**src/rtl/pwm_measure.sv**
```systemverilog
// Recovers duty (high cycles) and period of a sampled PWM waveform, one result per period,
// and flags stuck-high, stuck-low and off-nominal periods.
module pwm_measure #(
    parameter int unsigned PWM_INTERVAL = 1200,
    parameter int unsigned TOLERANCE    = 12,
    parameter int unsigned SYNC_STAGES  = 2,
    parameter int unsigned TIMEOUT      = 2 * PWM_INTERVAL,
    parameter int unsigned CW           = $clog2(TIMEOUT + 1)
) (
    input  logic          clk,
    input  logic          rst,
    input  logic          pwm_in,
    output logic [CW-1:0] duty_value,
    output logic [CW-1:0] period_value,
    output logic          valid,
    output logic          period_error,
    output logic          stuck_high,
    output logic          stuck_low
);

    localparam logic [CW-1:0] TimeoutCnt  = CW'(TIMEOUT);
    localparam logic [CW-1:0] IntervalCnt = CW'(PWM_INTERVAL);
    localparam logic [CW-1:0] PeriodLo    = CW'(PWM_INTERVAL - TOLERANCE);
    localparam logic [CW-1:0] PeriodHi    = CW'(PWM_INTERVAL + TOLERANCE);

    typedef enum logic [0:0] {StIdle, StMeasure} state_e;

    logic [SYNC_STAGES-1:0] sync_q;
    logic                   s_prev_q;
    logic                   s;
    logic                   rise;

    logic [CW-1:0] period_cnt_q, period_cnt_d;
    logic [CW-1:0] high_cnt_q, high_cnt_d;
    state_e        state_q, state_d;
    logic          timed_out_q, timed_out_d;

    logic [CW-1:0] duty_d, period_d;
    logic          valid_d, period_error_d, stuck_high_d, stuck_low_d;
    logic          do_publish, do_stuck, at_timeout;

    assign s          = sync_q[SYNC_STAGES-1];
    assign rise       = s & ~s_prev_q;
    assign at_timeout = (period_cnt_q == TimeoutCnt);

    always_ff @(posedge clk) begin
        if (rst) begin
            sync_q   <= '0;
            s_prev_q <= 1'b0;
        end else begin
            sync_q   <= {sync_q[SYNC_STAGES-2:0], pwm_in};
            s_prev_q <= s;
        end
    end

    // Both counters saturate so a dead input cannot wrap back into a plausible period.
    always_comb begin
        period_cnt_d = period_cnt_q;
        high_cnt_d   = high_cnt_q;
        if (rise) begin
            period_cnt_d = CW'(1);
            high_cnt_d   = CW'(1);
        end else begin
            if (period_cnt_q != TimeoutCnt) begin
                period_cnt_d = period_cnt_q + CW'(1);
            end
            if (s && (high_cnt_q != TimeoutCnt)) begin
                high_cnt_d = high_cnt_q + CW'(1);
            end
        end
    end

    always_comb begin
        state_d        = state_q;
        timed_out_d    = timed_out_q;
        duty_d         = duty_value;
        period_d       = period_value;
        valid_d        = 1'b0;
        period_error_d = period_error;
        stuck_high_d   = stuck_high;
        stuck_low_d    = stuck_low;
        do_publish     = 1'b0;
        do_stuck       = 1'b0;

        unique case (state_q)
            StIdle: begin
                if (rise) begin
                    state_d = StMeasure;
                end else if (at_timeout && !timed_out_q) begin
                    do_stuck = 1'b1;
                end
            end
            StMeasure: begin
                if (rise) begin
                    do_publish = 1'b1;
                end else if (at_timeout) begin
                    state_d  = StIdle;
                    do_stuck = 1'b1;
                end
            end
            default: state_d = StIdle;
        endcase

        if (rise) begin
            timed_out_d = 1'b0;
        end

        // Publish uses the counts accumulated up to (not including) this rise.
        if (do_publish) begin
            duty_d         = high_cnt_q;
            period_d       = period_cnt_q;
            period_error_d = (period_cnt_q < PeriodLo) | (period_cnt_q > PeriodHi);
            stuck_high_d   = 1'b0;
            stuck_low_d    = 1'b0;
            valid_d        = 1'b1;
        end

        if (do_stuck) begin
            duty_d         = s ? IntervalCnt : '0;
            period_d       = IntervalCnt;
            period_error_d = 1'b0;
            stuck_high_d   = s;
            stuck_low_d    = ~s;
            valid_d        = 1'b1;
            timed_out_d    = 1'b1;
        end
    end

    always_ff @(posedge clk) begin
        if (rst) begin
            period_cnt_q <= '0;
            high_cnt_q   <= '0;
            state_q      <= StIdle;
            timed_out_q  <= 1'b0;
            duty_value   <= '0;
            period_value <= '0;
            valid        <= 1'b0;
            period_error <= 1'b0;
            stuck_high   <= 1'b0;
            stuck_low    <= 1'b0;
        end else begin
            period_cnt_q <= period_cnt_d;
            high_cnt_q   <= high_cnt_d;
            state_q      <= state_d;
            timed_out_q  <= timed_out_d;
            duty_value   <= duty_d;
            period_value <= period_d;
            valid        <= valid_d;
            period_error <= period_error_d;
            stuck_high   <= stuck_high_d;
            stuck_low    <= stuck_low_d;
        end
    end

endmodule

```
**config.mk**
```make
export PLATFORM = sky130hd
export DESIGN_NAME = pwm_measure
export DESIGN_NICKNAME = d
export VERILOG_FILES = /design/src/rtl/pwm_measure.sv
export SDC_FILE = /design/constraint.sdc
export NUM_CORES = 1
export LEC_CHECK = 0
export ABC_CLOCK_PERIOD_IN_PS = 1800
export CORE_MARGIN = 10
export CORE_UTILIZATION = 54
export CTS_BUF_LIST = sky130_fd_sc_hd__clkbuf_16
export CTS_CLUSTER_DIAMETER = 80
export DETAILED_ROUTE_END_ITERATION = 6
export GPL_ROUTABILITY_DRIVEN = 0
export PLACE_DENSITY_LB_ADDON = 0.25
export SKIP_CTS_REPAIR_TIMING = 1
export SYNTH_ARGS = -nofsm -noshare
export SYNTH_HDL_FRONTEND = slang
export SYNTH_SLANG_ARGS = --single-unit
```
**constraint.sdc**
```tcl
create_clock -name clk -period 1.8 [get_ports clk]
set_input_delay 0.36 -clock clk [delete_from_list [all_inputs] [get_ports clk]]
set_output_delay 0.36 -clock clk [all_outputs]
set_load 0.005 [all_outputs]
```
==> flow_metrics.py <==
metrics = {
    "sta": {
        "fin_tns_setup_ns": 0,
        "max_clock_freq_mhz": 606,
        "finalCritPeriodShare": 0.917,
        "final_max_slew_viol_count": 0,
        "clock_skew_ns": 0.00514,
        "setup_viol": 0,
        "hold_violations": 0,
        "relSlewSlack": 0.731,
        "rsz0062_at_grt": "false",
        "final.min_clock_period_ns": 1.65,
        "worst_pin_slew_ns": 0.403,
    },
    "global_route": {
        "grt_overflow": 0,
        "antenna_found_initial": 0,
        "globalRouteTotalUtil": 0.159,
        "grt_max_degree": 16,
        "grt_pass1_vias": 1942,
        "grt_pass1_wl_um": 9560,
    },
    "setup_path": {
        "crit_required_ns": 2.04,
        "path_cells": "inv_1 > ha_1 > and4bb_1 > and3_1 > o2111ai_2 > a21oi_1",
        "critPathMaxStageDelay_ns": 0.34,
        "worstSetupPathType": "reg2reg",
        "critPathMaxFanout": 5,
        "cp-end-kind": "flop",
        "cp-start-kind": "flop",
        "reg2regPathDepth": 6,
        "crit_path_top_delay_cell": "dfxtp_1",
        "cp.arrival_ns": 1.90,
    },
    "layout": {
        "num_antenna_cells": 0,
        "synthToLayoutAreaGrowth_pct": 28.1,
        "num-fill-cells": 350,
        "fin_area_sq_um": 3140,
        "layout-drive-gt1-share": 0.130,
        "final_nets": 334,
    },
    "floorplanning": {
        "die-area_sq_um": 7630,
        "start_util": 0.559,
        "boundaryPins": 31,
        "die_height_um": 87.3,
        "core_area_sq_um": 4380,
        "rows": 24,
        "fp.dieW_um": 87.3,
    },
    "synth": {
        "synth_compound_area_frac": 0.125,
        "synth_seq_cells": 57,
        "yosysSeqAreaShare": 0.466,
        "synth_area_sq_um": 2450,
        "synth_fa_ha_area_frac": 0.0204,
        "synth-xor-area-share": 0.0572,
        "synth_top_family_by_area": "simple AND/OR/NAND/NOR gates",
        "synth.lib_cells_used.distinct": 43,
        "yosys-mux-area-fraction": 0.00818,
        "syn-num-nets": 287,
        "syn_inst": 280,
        "syn_area_per_cell_sq_um": 8.74,
        "ys_warn_count": 0,
        "synth-simple-area-share": 0.281,
    },
    "status": {
        "outcome": "finished, final reports clean",
    },
    "detailed_routing": {
        "drcViolationCount": 0,
        "first_pass_iters": 4,
        "vias": 2075,
        "finalWirelength_um": 5720,
        "ant_nets": 0,
        "post_drt_wl_per_cell_um": 15.0,
        "vias_per_cell": 5.43,
        "initialDrtViolationCount": 126,
    },
    "clock_network": {
        "root_buffer": "clkbuf_16",
        "clockBufferDepth": 2,
        "numCtsBuffers": 9,
        "cts.sinks": 57,
        "clk_latency_ns": 0.32,
        "cts_tree": "built",
        "htreeDepth": 3,
        "clkSlewWorstSetupHoldPaths_ns": 0.05,
    },
    "run": {
        "cap_violations": 0,
    },
    "place": {
        "post-dp-hpwl_um": 4190,
        "dpl-instance-area_sq_um": 2890,
        "io_buffers": 30,
    },
    "pwr": {
        "p_per_area_nw_per_um2": 886,
        "leakage_uw": 0.00116,
        "ir_drop_mv": 1.01,
    },
    "min_path": {
        "hold_path.class": "reg2reg",
        "hold_depth": 1,
    },
}
layer usage:
metal  wire [um]  share of wire  GRT usage  vias to the layer above
li1            -              -          -                     1060
met1        2540           0.44      0.187                      971
met2        2740           0.48      0.244                       36
met3         359          0.063     0.0796                        8
met4          84          0.015     0.0536                        0
met5           0              0          0                        -
sequential cells by signal, summed over array words and instances (netlist names):
name and count:
stuck_high 1, period_cnt_q 12, s_prev_q 1, sync_q 2
period_error 1, valid 1, high_cnt_q 12, timed_out_q 1
state_q 1, period_value 12, stuck_low 1, duty_value 12
Yosys cell counts, drive strengths merged:
library cell	n	area [sq um]
nor3	8	45.0
or3	4	25.0
nand3	6	30.0
inv	5	18.8
o21ai	3	18.8
nand2b	3	21.3
nand2	59	221
nand4	8	56.3
a41o	1	10.0
mux2i	2	20.0
and4b	2	20.0
and4bb	2	25.0
nor2b	5	33.8
xnor2	6	52.6
nor3b	2	15.0
a31o	1	8.76
and2	1	6.26
o21bai	1	18.8
nor4bb	1	10.0
nor4b	1	23.8
nor2	22	82.6
buf	10	66.3
and3	4	25.0
a31oi	7	43.8
dfxtp	57	1140
a21oi	26	130
clkbuf	5	18.8
o2111ai	1	15.0
and4	3	28.8
a211oi	3	22.5
o211ai	5	37.5
nor4	2	18.8
xor2	10	87.6
ha	4	50.1
kinds of logic (layout without fill, tap and decap cells):
group	after synthesis	after routing
and+or+nand+nor	133	133
muxes	2	2
xor gates and xnor gates	16	16
AOI/OAI and AO/OA	48	48
DFF	57	57
buffers and inverters	20	70
adders and majority gates	4	4
worst paths after layout:
| kind | startpoint | endpoint | slack (ns) |
|---|---|---|---|
| worst max-delay path | period_cnt_q[0] | stuck_high | 0.15 |
| worst min-delay path | sync_q[0] | sync_q[1] | 0.43 |
| worst max register to register | period_cnt_q[0] | stuck_high | 0.15 |
| worst min register to register | sync_q[0] | sync_q[1] | 0.43 |
worst max-delay path: cells and delay by family, from the launching register on:
| family | cells | cell delay (ns) |
|---|---|---|
| AOI/OAI and AO/OA | 2 | 0.42 |
| adders and majority gates | 1 | 0.16 |
| buffers and inverters | 1 | 0.10 |
| DFF | 1 | 0.34 |
| and+or+nand+nor | 2 | 0.56 |
report_power, final:
group | internal, uW | total (uW) | switching, uW
logic | 39.3 | 94.4 | 55.1
registers | 1280 | 1290 | 14.4
clock network | 885 | 1390 | 507
total | 2200 | 2780 | 577
per-stage QoR:
stage | hold WS (ns) | setup WS [ns] | instances | power [uW] | util
2_1_floorplan | 0.414 | 0.340 | 280 | 1370 | -
3_3_place_gp | 0.422 | 0.192 | 368 | 1410 | 0.658
3_5_place_dp | 0.431 | 0.121 | 368 | 1410 | 0.658
4_1_cts | 0.435 | 0.0976 | 382 | 2800 | 0.714
5_1_grt | 0.464 | 0.00570 | 382 | 2880 | 0.715
6_report | 0.432 | 0.150 | 382 | 2780 | 0.715
final cells by class:
class / count / area, sq um / area share
multi-input combinational: 203 / 1210 / 0.385
tap: 52 / 65.1 / 0.0207
clock buffer: 9 / 225 / 0.0718
inverter: 5 / 18.8 / 0.00598
sequential: 57 / 1140 / 0.364
clock inverter: 5 / 20.0 / 0.00638
timing repair buffer: 51 / 458 / 0.146
placed cells by master, fill, tap and decap left out, drive strengths merged, types with 8 or more instances in the layout:
| cell | instances |
|---|---|
| dfxtp | 57 |
| nand2 | 59 |
| nor3 | 8 |
| inv | 9 |
| xor2 | 10 |
| buf | 21 |
| nor2 | 22 |
| a21oi | 26 |
| nand4 | 8 |
| clkbuf | 9 |
| clkdlybuf4s50 | 30 |
Power figures use the tool's default switching activity.
